### src/rtl/pic_reset_pkg.sv
// rtl/pic_reset_pkg.sv - shared state encoding and reset-cause codes for the POR/WDT reset controller
package pic_reset_pkg;

  typedef enum logic [2:0] {
    ST_RST    = 3'd0,
    ST_OST    = 3'd1,
    ST_PWRT   = 3'd2,
    ST_RUN    = 3'd3,
    ST_SLEEP  = 3'd4,
    ST_WDTRST = 3'd5
  } state_t;

  localparam logic [1:0] CAUSE_EXT      = 2'b00;
  localparam logic [1:0] CAUSE_WDT_RST  = 2'b01;
  localparam logic [1:0] CAUSE_WDT_WAKE = 2'b10;
  localparam logic [1:0] CAUSE_PIN_WAKE = 2'b11;

  function automatic int cnt_width(input int a, input int b, input int c);
    int m;
    m = a;
    if (b > m) m = b;
    if (c > m) m = c;
    return $clog2(m);
  endfunction

endpackage

### src/rtl/reset_sync.sv
// rtl/reset_sync.sv - two-flop reset synchronizer, asynchronous assert, synchronous release
module reset_sync (
  input  logic clk,
  input  logic arst,
  output logic release_next
);

  logic [1:0] sync_q;

  always_ff @(posedge clk or posedge arst) begin
    if (arst) sync_q <= 2'b11;
    else      sync_q <= {sync_q[0], 1'b0};
  end

  // High in the cycle whose closing edge deasserts the synchronized reset.
  assign release_next = sync_q[1] & ~sync_q[0];

endmodule

### src/rtl/por_reset_ctrl.sv
// rtl/por_reset_ctrl.sv - power-on/oscillator/watchdog reset sequencer with sleep and wake handling
module por_reset_ctrl #(
  parameter int OST_CYCLES  = 1024,
  parameter int PWRT_CYCLES = 256,
  parameter int WDT_CYCLES  = 4096
) (
  input  logic       clk,
  input  logic       reset,
  input  logic       wdt_en,
  input  logic       clrwdt,
  input  logic       sleep,
  input  logic       wake,
  output logic       core_rst,
  output logic       core_run,
  output logic       to_n,
  output logic       pd_n,
  output logic [1:0] rst_cause
);
  import pic_reset_pkg::*;

  localparam int CW = cnt_width(OST_CYCLES, PWRT_CYCLES, WDT_CYCLES);
  localparam logic [CW-1:0] ONE       = CW'(1);
  localparam logic [CW-1:0] OST_LAST  = CW'(OST_CYCLES - 1);
  localparam logic [CW-1:0] PWRT_LAST = CW'(PWRT_CYCLES - 1);
  localparam logic [CW-1:0] WDT_LAST  = CW'(WDT_CYCLES - 1);

  state_t          state_q, state_d;
  logic [CW-1:0]   st_cnt_q, st_cnt_d;
  logic [CW-1:0]   wdt_cnt_q, wdt_cnt_d;
  logic            to_n_q, to_n_d;
  logic            pd_n_q, pd_n_d;
  logic [1:0]      cause_q, cause_d;
  logic            from_sleep_q, from_sleep_d;
  logic            release_next;
  logic            wdt_active;
  logic            wdt_hit;

  reset_sync u_reset_sync (
    .clk          (clk),
    .arst         (reset),
    .release_next (release_next)
  );

  always_ff @(posedge clk or posedge reset) begin
    if (reset) begin
      state_q      <= ST_RST;
      st_cnt_q     <= '0;
      wdt_cnt_q    <= '0;
      to_n_q       <= 1'b1;
      pd_n_q       <= 1'b1;
      cause_q      <= CAUSE_EXT;
      from_sleep_q <= 1'b0;
    end else begin
      state_q      <= state_d;
      st_cnt_q     <= st_cnt_d;
      wdt_cnt_q    <= wdt_cnt_d;
      to_n_q       <= to_n_d;
      pd_n_q       <= pd_n_d;
      cause_q      <= cause_d;
      from_sleep_q <= from_sleep_d;
    end
  end

  always_comb begin
    state_d      = state_q;
    st_cnt_d     = '0;
    wdt_cnt_d    = wdt_cnt_q;
    to_n_d       = to_n_q;
    pd_n_d       = pd_n_q;
    cause_d      = cause_q;
    from_sleep_d = from_sleep_q;
    wdt_active   = wdt_en && (state_q == ST_RUN || state_q == ST_SLEEP);
    wdt_hit      = wdt_active && (wdt_cnt_q == WDT_LAST);
    if (wdt_active) wdt_cnt_d = wdt_cnt_q + ONE;

    case (state_q)
      ST_RST: begin
        if (release_next) state_d = ST_OST;
      end
      ST_OST: begin
        st_cnt_d = st_cnt_q + ONE;
        if (st_cnt_q == OST_LAST) begin
          state_d      = from_sleep_q ? ST_RUN : ST_PWRT;
          from_sleep_d = 1'b0;
        end
      end
      ST_PWRT: begin
        st_cnt_d = st_cnt_q + ONE;
        if (st_cnt_q == PWRT_LAST) state_d = ST_RUN;
      end
      ST_RUN: begin
        // sleep outranks clrwdt, which outranks a same-cycle expiry
        if (sleep) begin
          state_d   = ST_SLEEP;
          wdt_cnt_d = '0;
          to_n_d    = 1'b1;
          pd_n_d    = 1'b0;
        end else if (clrwdt) begin
          wdt_cnt_d = '0;
          to_n_d    = 1'b1;
          pd_n_d    = 1'b1;
        end else if (wdt_hit) begin
          state_d = ST_WDTRST;
          to_n_d  = 1'b0;
          cause_d = CAUSE_WDT_RST;
        end
      end
      ST_SLEEP: begin
        if (wake) begin
          state_d      = ST_OST;
          cause_d      = CAUSE_PIN_WAKE;
          from_sleep_d = 1'b1;
        end else if (wdt_hit) begin
          state_d      = ST_OST;
          to_n_d       = 1'b0;
          cause_d      = CAUSE_WDT_WAKE;
          from_sleep_d = 1'b1;
        end
      end
      ST_WDTRST: begin
        state_d = ST_PWRT;
      end
      default: begin
        state_d = ST_RST;
      end
    endcase

    if (state_d != state_q) begin
      st_cnt_d  = '0;
      wdt_cnt_d = '0;
    end
  end

  // A wake-up oscillator restart keeps the core out of reset.
  assign core_rst  = (state_q == ST_RST) || (state_q == ST_PWRT) || (state_q == ST_WDTRST) ||
                     (state_q == ST_OST && !from_sleep_q);
  assign core_run  = (state_q == ST_RUN);
  assign to_n      = to_n_q;
  assign pd_n      = pd_n_q;
  assign rst_cause = cause_q;

endmodule

### config.mk
export PLATFORM = sky130hd
export DESIGN_NAME = por_reset_ctrl
export DESIGN_NICKNAME = d
export VERILOG_FILES = /design/src/rtl/pic_reset_pkg.sv /design/src/rtl/reset_sync.sv /design/src/rtl/por_reset_ctrl.sv
export SDC_FILE = /design/constraint.sdc
export NUM_CORES = 1
export LEC_CHECK = 0
export BUFFER_PORTS_ARGS = -buffer_cell sky130_fd_sc_hd__buf_2
export CORE_MARGIN = 2
export CORE_UTILIZATION = 25
export DETAILED_ROUTE_END_ITERATION = 7
export HOLD_SLACK_MARGIN = 0.05
export PLACE_DENSITY = 0.52
export SYNTH_ARGS = -nofsm -noshare
export SYNTH_HDL_FRONTEND = slang
export SYNTH_HIERARCHICAL = 1
export SYNTH_SLANG_ARGS = --single-unit
### constraint.sdc
create_clock -name clk -period 5.55 [get_ports clk]
set_input_delay 0.555 -clock clk [delete_from_list [all_inputs] [get_ports clk]]
set_output_delay 0.555 -clock clk [all_outputs]
set_load 0.005 [all_outputs]
==> flow_summary.yaml <==
status:
  run_status: "finished, final reports clean"
min_path:
  min-delay-path-class: "primary input to async pin"
floorplanning:
  rows: 32
  die-width_um: 92.56
  dieArea_sq_um: 8567
  die_h_um: 92.56
  pin_count: 12
  start_util_pct: 25.64
  core_region_area_sq_um: 7647
synth:
  synth_seq_area_share_pct: 43.65
  post_syn_area_sq_um: 1961
  synth_enable_flop_cells: 0
  postSynthRegisterBits: 34
  postSynth.topFlopCell: "sky130_fd_sc_hd__dfrtp_1"
  syn_nets: 207
  synth_top_area_share_pct: 38.29
  synth_top_cells_by_area: "sky130_fd_sc_hd__dfrtp_1 38%, sky130_fd_sc_hd__a211oi_2 6.4%, sky130_fd_sc_hd__xnor2_1 5.8%"
  asyncSetResetFlopFracSynth_pct: 100.0
  synthesis.yosys.warnings: 6
  syn-instance-count: 199
  netlist-cell-type-count: 47
  avgSynthCellArea_sq_um: 9.852
  post_synthesis_cell_type_with_the_largest_combined_area: "sky130_fd_sc_hd__dfrtp_1"
setup_path:
  cp_top_family: "simple AND/OR/NAND/NOR gates"
  setup.worst_path.start: "state_q[2]$_DFF_PP0_"
  crit_path_max_fanout: 12
  critical-path-max-stage-delay_ps: 530
  crit_required_ps: 5690
  critical_path_arrival_ps: 2620
  timing.setup.critical_path_class: "flip-flop to flip-flop"
  path_buf_inv: 0
  rr_startpoint: "state_q[2]$_DFF_PP0_"
  crit_chain: "nor3b_2, o2111ai_2, or3_1, nand2_1, a211oi_1"
  crit_path_end_kind: "flip-flop"
  worst_path_max_delay_cell: "sky130_fd_sc_hd__dfrtp_1"
  startpoint_type: "flip-flop"
final_layout:
  mostFrequentLayoutCells: "30 x sky130_fd_sc_hd__dfrtp_1, 19 x sky130_fd_sc_hd__nor2_1, 15 x sky130_fd_sc_hd__nand2_1"
  post_route_cells_drive_above_1_share_pct: 18.96
  core_utilization_of_the_finished_layout_pct: 28.53
  instances_no_fill: 313
  num-nets-final: 218
  n_fill_cell: 810
  multi_input_area_sq_um: 1018
  mostFrequentLayoutCell: "sky130_fd_sc_hd__dfrtp_1"
  antenna-diode-count: 0
  layout.area.seq_sq_um: 855.8
  areaGrowthSynthToFinish_pct: 11.30
grt:
  grt_max_degree: 33
  grtUsageTotal_pct: 10.52
  grt-ovfl-total: 0
  number_of_antenna_violations_at_the_first_check_in_global_routing: 0
  grt_pass1_vias: 1464
  grt_pass1_wl_um: 7238
place:
  io_buffers: 11
  gp_routability_congestion: 0.7687
  place_inst: 305
  dp_hpwl_um: 2837
power:
  fin_total_pwr_w: 0.0007719
  power.share.combinational_pct: 34.9
  vdd.ir_drop.worst_mv: 0.08958
  p_seq_share_pct: 42.2
  power.leakage_nw: 0.8580
  power.net_switching_w: 0.0003102
  switching_share_pct: 40.18
  p_per_area_nw_per_um2: 353.8
  power.clock.fraction_pct: 22.9
  internal_power_w: 0.0004617
flow_run:
  drv_cap: 0
detailed_routing:
  detailedRoute.firstPassIterationCount: 4
  detailroute.via_count: 1472
  route.antenna.remaining_nets: 0
  drc_violation_count_after_routing: 0
  detail_route.wl_per_cell_um: 13.06
  first_drt_iteration_drcs: 67
  wirelength_um: 4087
  avgViaCountPerCell: 4.703
sta:
  timing.max_slew.rel_slack_pct: 57.31
  rsz_0062_raised_after_global_routing: "no"
  timing_worst_slew_pin_value_ps: 638.8
  slew_violations: 0
  maxClockFrequency_mhz: 403.7
  setup_violations: 0
  clock-skew-final_ps: 6.047
  final-hold-violation-count: 0
  timing.setup.tns_ps: 0
  period_minus_slack_ps: 2477
  min_period_over_period_pct: 44.63
  worst_hold_slack_ps: 291.2
clocking:
  cts_tree: "yes"
  cts.repair.resized: 0
  post_cts.repair.setup_buffers: 0
  cts.clk_slew.worst_paths_ps: 70
  clk-insertion-delay-late_ps: 290
  clock-root-buffer: "sky130_fd_sc_hd__clkbuf_8"
  htree_levels: 2
  ctsHoldBuffers: 0
  cts-buffers-inserted: 5
  clock_sink_count: 34
  ctsLongestPathBuffers: 2
-- worst reg2reg max path: cells and delay by family (launching register included) --
kind,cells,cell delay [ps]
AOI/OAI and AO/OA,2,380
DFF,1,530
and+or+nand+nor,3,1430
-- per-stage QoR --
step / worst slack (ps) / instance area [sq um]
6_report: 3073 / 2182
5_1_grt: 2865 / 2182
3_5_place_dp: 3088 / 2102
4_1_cts: 3068 / 2182
3_3_place_gp: 3057 / 2102
2_1_floorplan: 3475 / 1961
-- kinds of logic after synthesis --
family,synth area share (%)
simple gates,20.80
compound gates,19.78
flops,43.65
xor+xnor,9.381
buf+inv,4.404
fa+ha+maj,1.276
other cells,0.1913
mux,0.5106
-- routing by layer --
layer | global-route usage [%] | wire, um | up-vias
met1 | 14.35 | 2068 | 709
met3 | 2.034 | 110 | 9
met5 | 0 | 0 | -
met2 | 16.06 | 1815 | 26
met4 | 4.851 | 92 | 0
li1 | - | - | 728
-- synth_stat cells (2+ instances only) --
cell type and instances:
sky130_fd_sc_hd__o21ai_0 8, sky130_fd_sc_hd__dfrtp_1 30, sky130_fd_sc_hd__nand4_1 2, sky130_fd_sc_hd__o31ai_1 2, sky130_fd_sc_hd__nand2b_1 2, sky130_fd_sc_hd__a211oi_1 8, sky130_fd_sc_hd__or3_1 2, sky130_fd_sc_hd__xor2_1 8
sky130_fd_sc_hd__ha_1 2, sky130_fd_sc_hd__a21oi_1 7, sky130_fd_sc_hd__a21o_1 3, sky130_fd_sc_hd__buf_2 6, sky130_fd_sc_hd__inv_1 10, sky130_fd_sc_hd__a211oi_2 10, sky130_fd_sc_hd__and3_1 2, sky130_fd_sc_hd__nand2_1 15
sky130_fd_sc_hd__dfstp_2 4, sky130_fd_sc_hd__nand3_1 11, sky130_fd_sc_hd__xnor2_1 13, sky130_fd_sc_hd__nor4_1 2, sky130_fd_sc_hd__nor3_1 6, sky130_fd_sc_hd__and4_1 3, sky130_fd_sc_hd__nor2_1 19
-- flip-flops by register name, indices dropped and copies added (netlist names) --
register and cells:
u_reset_sync/sync_q 2, wdt_cnt_q 12, to_n 1, from_sleep_q 1, state_q 3, rst_cause 2
pd_n 1, st_cnt_q 12
-- cell type report --
cell class,instances,share of cell area (%)
Sequential cell,34,39.22
Inverter,10,1.720
Clock buffer,8,3.670
Tap cell,102,5.849
Timing Repair Buffer,12,2.867
Multi-Input combinational cell,147,46.67
-- power groups by stage --
| stage | registers (W) | clock network, W | logic (W) |
|---|---|---|---|
| final | 0.000326 | 0.000177 | 0.000269 |
| after global routing | 0.000333 | 0.000197 | 0.000306 |
| after CTS | 0.000326 | 0.000183 | 0.000274 |
| after detailed placement | 0.000330 | 0 | 0.000272 |
| after global placement | 0.000329 | 0 | 0.000272 |
| after floorplan | 0.000311 | 0 | 0.000231 |
-- final timing paths --
path,to,slack [ps],depth (start not counted)
max in group asynchronous,pd_n$_DFFE_PP1P_,4870,3
setup reg to reg,wdt_cnt_q[11]$_DFF_PP0_,3070,5
hold / removal,u_reset_sync/sync_q[1]$_DFF_PP1_,290,2
hold reg to reg,u_reset_sync/sync_q[1]$_DFF_PP1_,380,0
setup / recovery,wdt_cnt_q[11]$_DFF_PP0_,3070,5
min in group clk,u_reset_sync/sync_q[1]$_DFF_PP1_,380,0
Power figures use the tool's default switching activity.
